===== src/rtl/instruction_encoder_if.sv =====
// Handshake bundle for instruction_encoder: assembler-field input channel
// and encoded-word output channel. The encoder uses the slave modport; the
// loader (or bench) driving fields and consuming words uses master.
interface instruction_encoder_if #(
  parameter int ADDR_W = 8
);
  // Input channel: one assembler-level instruction per handshake
  logic              in_valid;
  logic              in_ready;
  logic [3:0]        opcode_in;
  logic [2:0]        rd;
  logic [2:0]        rs1;
  logic [2:0]        rs2;
  logic [6:0]        immediate;
  logic [5:0]        nzimm;
  logic [8:0]        offset;

  // Output channel: encoded word plus its instruction-memory address
  logic              out_valid;
  logic              out_ready;
  logic [15:0]       out_word;
  logic [ADDR_W-1:0] out_addr;

  modport slave (
    input  in_valid, opcode_in, rd, rs1, rs2, immediate, nzimm, offset,
    input  out_ready,
    output in_ready,
    output out_valid, out_word, out_addr
  );

  modport master (
    output in_valid, opcode_in, rd, rs1, rs2, immediate, nzimm, offset,
    output out_ready,
    input  in_ready,
    input  out_valid, out_word, out_addr
  );
endinterface


===== src/rtl/instruction_encoder.sv =====
// instruction_encoder: packs assembler fields into 16-bit instruction words
// and streams them with consecutive write addresses, `count` legal words per
// `start`. Illegal inputs are dropped and counted.
// Optional build macro: ENC_RANGE_CHECK_EN -- also rejects N6 instructions
// with a zero immediate and shifts whose amount exceeds 15.
module instruction_encoder #(
  parameter int ADDR_W = 8
) (
  input  logic              clk,
  input  logic              rst,
  input  logic              start,
  input  logic [ADDR_W-1:0] base_addr,
  input  logic [ADDR_W-1:0] count,
  instruction_encoder_if.slave bus,
  output logic              err_illegal,
  output logic [7:0]        err_count,
  output logic              busy,
  output logic              done
);

  typedef enum logic [1:0] {IDLE, LOAD, DRAIN, DONE} state_t;

  state_t            state_q, state_d;
  logic [ADDR_W-1:0] addr_q;
  logic [ADDR_W-1:0] remaining_q;
  logic              out_valid_q;
  logic [15:0]       out_word_q;
  logic [ADDR_W-1:0] out_addr_q;
  logic              in_ready;
  logic              accept;
  logic              legal;
  logic [15:0]       enc_word;

  assign accept        = bus.in_valid && in_ready;
  assign bus.in_ready  = in_ready;
  assign bus.out_valid = out_valid_q;
  assign bus.out_word  = out_word_q;
  assign bus.out_addr  = out_addr_q;

  // Legality of the presented opcode (plus optional immediate range checks)
  always_comb begin
    // NOTE: every combinational output gets a default first so no path leaves it unassigned (no latch).
    legal = (bus.opcode_in[3:2] != 2'b11);
`ifdef ENC_RANGE_CHECK_EN
    if ((bus.opcode_in == 4'h3 || bus.opcode_in == 4'h8 || bus.opcode_in == 4'h9)
        && bus.nzimm == 6'd0)
      legal = 1'b0;
    if ((bus.opcode_in == 4'h8 || bus.opcode_in == 4'h9) && bus.nzimm[5:4] != 2'b00)
      legal = 1'b0;
`endif
  end

  // Field packing by instruction format
  always_comb begin
    enc_word        = '0;
    enc_word[15:12] = bus.opcode_in;
    case (bus.opcode_in)
      4'h2, 4'h4, 4'h6, 4'h7: enc_word[11:0] = {bus.rd, bus.rs1, bus.rs2, 3'b000};
      4'h3, 4'h8, 4'h9:       enc_word[11:0] = {bus.rd, bus.rs1, bus.nzimm};
      4'h0, 4'h1, 4'h5:       enc_word[11:0] = {bus.rd, bus.immediate, 2'b00};
      4'hA, 4'hB:             enc_word[11:0] = {bus.rs1, bus.offset};
      default:                enc_word[11:0] = '0;
    endcase
  end

  // FSM state register
  always_ff @(posedge clk) begin
    // NOTE: sequential state uses non-blocking assignments so every flop samples pre-edge values.
    if (rst) state_q <= IDLE;
    else     state_q <= state_d;
  end

  // FSM next-state logic
  always_comb begin
    state_d = state_q;
    case (state_q)
      IDLE:    if (start) state_d = (count == '0) ? DRAIN : LOAD;
      LOAD:    if (accept && legal && remaining_q == ADDR_W'(1)) state_d = DRAIN;
      DRAIN:   if (!out_valid_q || bus.out_ready) state_d = DONE;
      DONE:    state_d = IDLE;
      default: state_d = IDLE;
    endcase
  end

  // FSM outputs decoded from the state register
  always_comb begin
    in_ready = (state_q == LOAD) && (!out_valid_q || bus.out_ready);
    busy     = (state_q == LOAD) || (state_q == DRAIN);
    done     = (state_q == DONE);
  end

  // Burst bookkeeping, single-entry output register and error reporting
  always_ff @(posedge clk) begin
    if (rst) begin
      addr_q      <= '0;
      remaining_q <= '0;
      out_valid_q <= 1'b0;
      out_word_q  <= '0;
      out_addr_q  <= '0;
      err_illegal <= 1'b0;
      err_count   <= '0;
    end else begin
      if (state_q == IDLE && start) begin
        addr_q      <= base_addr;
        remaining_q <= count;
      end

      if (accept && legal) begin
        out_valid_q <= 1'b1;
        out_word_q  <= enc_word;
        out_addr_q  <= addr_q;
        addr_q      <= addr_q + ADDR_W'(1);
        remaining_q <= remaining_q - ADDR_W'(1);
      end else if (out_valid_q && bus.out_ready) begin
        out_valid_q <= 1'b0;
      end

      err_illegal <= accept && !legal;
      if (accept && !legal && err_count != 8'hFF)
        err_count <= err_count + 8'd1;
    end
  end

endmodule

===== src/flat_wrapper.sv =====
// flat-port wrapper written by rule: the top's interface ports become plain ports
module instruction_encoder_flat 
#(
  parameter int ADDR_W = 8
)
  (clk, rst, start, base_addr, count, err_illegal, err_count, busy, done, bus_in_valid, bus_opcode_in, bus_rd, bus_rs1, bus_rs2, bus_immediate, bus_nzimm, bus_offset, bus_out_ready, bus_in_ready, bus_out_valid, bus_out_word, bus_out_addr);
  instruction_encoder_if #(.ADDR_W(ADDR_W)) bus_i ();
  input  logic clk;
  input  logic rst;
  input  logic start;
  input  logic [ADDR_W-1:0] base_addr;
  input  logic [ADDR_W-1:0] count;
  output logic err_illegal;
  output logic [7:0] err_count;
  output logic busy;
  output logic done;
  input wire logic [$bits(bus_i.in_valid)-1:0] bus_in_valid;
  input wire logic [$bits(bus_i.opcode_in)-1:0] bus_opcode_in;
  input wire logic [$bits(bus_i.rd)-1:0] bus_rd;
  input wire logic [$bits(bus_i.rs1)-1:0] bus_rs1;
  input wire logic [$bits(bus_i.rs2)-1:0] bus_rs2;
  input wire logic [$bits(bus_i.immediate)-1:0] bus_immediate;
  input wire logic [$bits(bus_i.nzimm)-1:0] bus_nzimm;
  input wire logic [$bits(bus_i.offset)-1:0] bus_offset;
  input wire logic [$bits(bus_i.out_ready)-1:0] bus_out_ready;
  output wire logic [$bits(bus_i.in_ready)-1:0] bus_in_ready;
  output wire logic [$bits(bus_i.out_valid)-1:0] bus_out_valid;
  output wire logic [$bits(bus_i.out_word)-1:0] bus_out_word;
  output wire logic [$bits(bus_i.out_addr)-1:0] bus_out_addr;
  assign bus_i.in_valid = bus_in_valid;
  assign bus_i.opcode_in = bus_opcode_in;
  assign bus_i.rd = bus_rd;
  assign bus_i.rs1 = bus_rs1;
  assign bus_i.rs2 = bus_rs2;
  assign bus_i.immediate = bus_immediate;
  assign bus_i.nzimm = bus_nzimm;
  assign bus_i.offset = bus_offset;
  assign bus_i.out_ready = bus_out_ready;
  assign bus_in_ready = bus_i.in_ready;
  assign bus_out_valid = bus_i.out_valid;
  assign bus_out_word = bus_i.out_word;
  assign bus_out_addr = bus_i.out_addr;
  instruction_encoder #(.ADDR_W(ADDR_W)) u_core (.clk(clk), .rst(rst), .start(start), .base_addr(base_addr), .count(count), .bus(bus_i), .err_illegal(err_illegal), .err_count(err_count), .busy(busy), .done(done));
endmodule

===== config.mk =====
export PLATFORM = sky130hd
export DESIGN_NAME = instruction_encoder_flat
export DESIGN_NICKNAME = d
export VERILOG_FILES = /design/src/rtl/instruction_encoder_if.sv /design/src/rtl/instruction_encoder.sv /design/src/flat_wrapper.sv
export SDC_FILE = /design/constraint.sdc
export NUM_CORES = 1
export LEC_CHECK = 0
export CAP_MARGIN = 20
export CELL_PAD_IN_SITES_DETAIL_PLACEMENT = 1
export CELL_PAD_IN_SITES_GLOBAL_PLACEMENT = 1
export CORE_ASPECT_RATIO = 0.75
export CORE_UTILIZATION = 32
export CTS_CLUSTER_DIAMETER = 60
export DETAILED_ROUTE_END_ITERATION = 8
export GPL_TIMING_DRIVEN = 1
export PLACE_DENSITY_LB_ADDON = 0.1
export RECOVER_POWER = 25
export SLEW_MARGIN = 20
export SYNTH_ARGS = -nofsm -noshare
export SYNTH_HDL_FRONTEND = slang
export SYNTH_SLANG_ARGS = --single-unit

===== constraint.sdc =====
create_clock -name clk -period 2.6 [get_ports clk]
set_input_delay 0.78 -clock clk [delete_from_list [all_inputs] [get_ports clk]]
set_output_delay 0.78 -clock clk [all_outputs]
set_load 0.02 [all_outputs]

# [After elaboration in Yosys (flattened, before gate mapping)]
# Cells that the tools add are included.
[classes] add_sub_neg=3 n_eq_ne=20 muxes=12 n_reduce_logical=22
[op_table] operator="one-hot mux 12 bit (4 select lines)" count=1
[op_table] operator="two-way mux 8 bit" count=4
[op_table] operator="adder 8 x 1 -> 8 bit (second input constant)" count=2
[op_table] operator="== test 4 x 3 -> 1 bit (second input constant)" count=4
[op_table] operator="== test 4 bit (second input constant)" count=4
[op_table] operator="== test 4 x 2 -> 1 bit (second input constant)" count=2
[op_table] operator="== test 8 x 1 -> 1 bit (second input constant)" count=1
[op_table] operator="logical AND 1 bit" count=8
[op_table] operator="logical NOT 8 bit" count=1
[op_table] operator="two-way mux 2 bit" count=4
[op_table] operator="!= test 8 bit (second input constant)" count=1
[op_table] operator="one-hot mux 2 bit (4 select lines)" count=1
[op_table] operator="subtractor 8 x 1 -> 8 bit (second input constant)" count=1
[op_table] operator="OR reduction 3 bit" count=2
[op_table] operator="== test 2 bit (second input constant)" count=2
[op_table] operator="== test 4 x 1 -> 1 bit (second input constant)" count=1
[op_table] operator="logical NOT 4 bit" count=1
[op_table] operator="!= test 2 x 1 -> 1 bit (second input constant)" count=2
[op_table] operator="!= test 2 bit (second input constant)" count=2
[op_table] operator="nonzero test 2 bit" count=2
[op_table] operator="OR reduction 4 bit" count=1
[op_table] operator="AND reduction 3 bit" count=1
[op_table] operator="== test 2 x 1 -> 1 bit (second input constant)" count=1
[op_table] operator="logical NOT 1 bit" count=2
[op_table] operator="4 further kinds" count=6
[totals] regBits=52 elab_cells=65

# [Depth between registers and ports, before layout]
[depth] depth_word=8 depth_mapped=8 mapped_depth_nobuf=7

# [Worst setup path before layout]
# OpenSTA, ideal clock, no wires.
[synth_timing] kind="input -> register" startpoint="in bus_opcode_in[3]" endpoint="reg u_core.state_q[0]" arrival_ns=2.061 setup_slack_ns=0.451 stages=6 path_buffers=1 path_cell_list="clkbuf_1 and2_1 nor3_4 a31oi_1 or4_1 o31ai_1"
[synth_via] elab_chain_len=5
[synth_rtl] element="start, declared" line_no="flat_wrapper.sv:18" text="input wire logic [$bits(bus_i.opcode_in)-1:0] bus_opcode_in;"
[synth_rtl] element="!= test 2 bit" line_no="instruction_encoder.sv:43" text="legal = (bus.opcode_in[3:2] != 2'b11);"
[synth_rtl] element="logical AND 1 bit (2 in series)" line_no="instruction_encoder.sv:78" text="LOAD: if (accept && legal && remaining_q == ADDR_W'(1)) state_d = DRAIN;"
[synth_rtl] element="!= test 2 x 1 -> 1 bit (no line)"
[synth_rtl] element="AND reduction 3 bit (no line)"
[synth_rtl] element="end signal, assigned" line_no="instruction_encoder.sv:70" text="else state_q <= state_d;"
[synth_rtl] element="end, declared" line_no="instruction_encoder.sv:23" text="state_t state_q, state_d;"
# Every way passes these cells.
# A chain may end at the register's enable or synchronous reset.

# [Worst setup path after layout]
[layout_timing] startpoint="reg u_core.state_q[0]" endpoint="out busy"
[layout_via] elab_chain_len=2
[layout_rtl] element="== test 2 x 1 -> 1 bit / == test 2 bit (equally long branches)" line_no="instruction_encoder.sv:88" text="busy = (state_q == LOAD) || (state_q == DRAIN);"
[layout_rtl] element="logical OR 1 bit (*)" line_no="instruction_encoder.sv:88"
[layout_rtl] element="end, declared" line_no="flat_wrapper.sv:15" text="output logic busy;"
# Every way passes the cells marked *; elsewhere a longest branch is shown, timed or not.

==> results_dict.tcl <==
set metrics [dict create \
    run_status "completed" \
    post_cts_resize_count 1 \
    netlist_instances 334 \
    peakVddDrop_mv 0.256 \
    synth-seq-cells 52 \
    slew_viol_final 0 \
    track_usage_pct 19.5 \
    maxCapViolCount 0 \
    r2r_start "u_core.state_q[1]" \
    r2r_cells 8 \
    worstMarginPinSlew_ns 0.622 \
    wl_per_cell_um 15.2 \
    numCtsBuffers 5 \
    drt_first_pass_iters 4 \
    rsz0062_at_grt "no" \
    drt_wl_total_um 8270 \
    pwr-share-seq_pct 41.6 \
    reg2reg_to "u_core.remaining_q[7]" \
    synth_flop_cell "dfxtp_1" \
    p_leak_nw 1.48 \
    layout-drive-gt1-share_pct 8.68 \
    hold_violations 0 \
    coreArea_um2 7950 \
    antenna_cells 0 \
    drc 0 \
    cp_max_fo 3 \
    grt_pass1_wl_um 13200 \
    worstPathRequired_ns 1.82 \
    dieArea_um2 8630 \
    setup_viol 0 \
    cts_tree "done" \
    cts.sink_count 52 \
    rrSetupSlack_ns 0.63 \
    die_w_um 107 \
    dp_hpwl_um 6220 \
    clock_path_buffers 2 \
    cts-root-buf "clkbuf_8" \
    placementRows 28 \
    cts_setup_buffers 0 \
    synth-seq-area-share_pct 39.4 \
    synth_top_cell_by_area "dfxtp_1" \
    grt_max_degree 32 \
    area_growth_pct 46.6 \
    finalClockSkew_ns 0.00674 \
    vias 2802 \
    ioPinCount 93 \
    netlist_top_cells_count "dfxtp_1 (52), nand2_1 (42), nor2_1 (40)" \
    crit_path_end_kind "output pin" \
    utilization_pct 48.7 \
    comb_power_share_pct 38.0 \
    first_global_vias 2721 \
    async_flop_share_pct 0 \
    clkLatencyLatePin_ns 0.31 \
    synth_top_area_share_pct 39.4 \
    yosys_warnings 0 \
    synth.most_common_cell "dfxtp_1" \
    grt_antenna_before_repair 0 \
    nFillCells 982 \
    min_from "u_core.bus.out_word[12]" \
    syn_avg_cell_area_um2 7.92 \
    port_buffers 92 \
    swShare_pct 36.2 \
    finalCritPeriodShare_pct 95.1 \
    grt_overflow 0 \
    arrival_ns 1.69 \
    p_total_mw 2.43 \
    synth_nets 398 \
    syn-cell-area_um2 2640 \
    start_util_pct 33.2 \
    hold_path.class "register to register" \
    nets 501 \
    switchingPower_uw 881 \
    die_h_um 80.7 \
    synth_edf_count 0 \
    cts_hold_buf 0 \
    vias_per_cell 5.16 \
    gp_congestion 0.809 \
    slew_headroom_pct 58.5 \
    clk_pin_slew_ns 0.10 \
    start_kind "register" \
    min_path_cells 2 \
    p_per_area_nw_per_um2 628 \
    synthTopCellsByArea "dfxtp_1 (39%), nand2_1 (6.0%), nor2_1 (5.7%), a21oi_1 (5.5%), ha_1 (3.8%)" \
    first_iter_violations 108 \
    fin_crit_ns 2.47 \
    htreeDepth 2 \
    ant_nets 0 \
    p_clk_share_pct 20.4 \
    holdPathEnd "u_core.bus.out_word[12]" \
    synth_cell_types 48 \
    path_class "register to output pin" \
    max_freq_ghz 0.405 \
    internal_power_mw 1.55 \
]
-- through the flow --
step	instances	hold slack, ns	worst slack (ns)	setup TNS, ns	area, um2
finish	543	0.455	0.128	0	3870
global route	543	0.489	0.0426	0	3870
CTS	543	0.459	0.105	0	3880
detailed placement	535	0.446	-0.194	-1.25	3790
global placement	535	0.444	-0.164	-0.855	3790
floorplan	334	0.442	0.451	0	2640
-- worst max-delay path, cell delays in order (launching register included) --
cell             delay, ns
dfxtp_1               0.38
inv_1                 0.09
ha_1                  0.30
clkdlybuf4s50_1       0.60
-- final cells by class --
type / instances / area (um2) / area share [%]
tap: 105 / 131 / 3.39
clock buffer: 7 / 86.3 / 2.23
sequential: 52 / 1040 / 26.9
clock inverter: 1 / 7.51 / 0.194
multi-input combinational: 249 / 1480 / 38.1
timing repair buffer: 116 / 1080 / 28.0
inverter: 13 / 48.8 / 1.26
-- state kept, by name (all words and copies together), names as in the netlist --
register	count
u_core.addr_q	8
u_core.state_q	2
u_core.err_count	8
u_core.bus.out_valid	1
u_core.bus.out_word	16
u_core.bus.out_addr	8
u_core.err_illegal	1
u_core.remaining_q	8
-- routing by layer --
| metal | up-vias | track usage, % | part of all wire [%] |
|---|---|---|---|
| li1 | 1417 | - | - |
| met4 | 0 | 4.11 | 0.69 |
| met2 | 65 | 31.4 | 43 |
| met1 | 1314 | 26.4 | 51 |
| met5 | - | 0 | 0 |
| met3 | 6 | 4.87 | 5.4 |
-- worst max-delay path by stage --
stage / from / to / slack, ns / cells after the start
6_report: u_core.state_q[0] / busy / 0.13 / 3
5_1_grt: bus_out_ready / bus_in_ready / 0.04 / 4
2_1_floorplan: bus_opcode_in[3] / u_core.state_q[0] / 0.45 / 6
4_1_cts: u_core.state_q[0] / busy / 0.10 / 3
3_3_place_gp: bus_out_ready / u_core.remaining_q[5] / -0.16 / 7
3_5_place_dp: bus_out_ready / u_core.remaining_q[5] / -0.19 / 7
-- cell usage in the layout (no fill, tap or decap), drive strengths merged, types with 3 or more instances in the layout --
cell	Yosys	final
nor4	3	3
dfxtp	52	52
or3	3	3
and3	8	8
clkbuf	12	10
o211ai	3	3
a221oi	5	5
nor3	14	14
a222oi	4	4
o221ai	3	3
o21ai	16	16
clkdlybuf4s50	0	72
buf	8	22
a31oi	6	6
nand3	9	9
and2	3	3
nand4	4	4
or4	3	3
ha	8	8
nand2	42	42
dlygate4sd3	0	18
inv	13	13
xor2	6	6
nor2	40	40
o31ai	3	3
a21oi	29	29
a211oi	9	9
-- cells by family (layout without fill, tap and decap cells) --
kind of cell	count (synthesis)	count (layout)	synth area share, %
compound gates	93	93	23.3
xor+xnor	7	7	2.32
fa+ha+maj	8	8	3.79
mux	3	3	1.18
buf+inv	33	137	4.92
simple gates	138	138	25.1
flops	52	52	39.4
-- power groups by stage --
stage          Combinational [mW]  Clock (mW)  Sequential [mW]
2_1_floorplan               0.476           0             1.07
3_3_place_gp                0.928           0             1.03
3_5_place_dp                0.942           0             1.03
4_1_cts                     0.944       0.512             1.02
5_1_grt                      1.01       0.537             1.03
6_report                    0.924       0.496             1.01
Note: power is estimated with default switching activity, not from simulation.
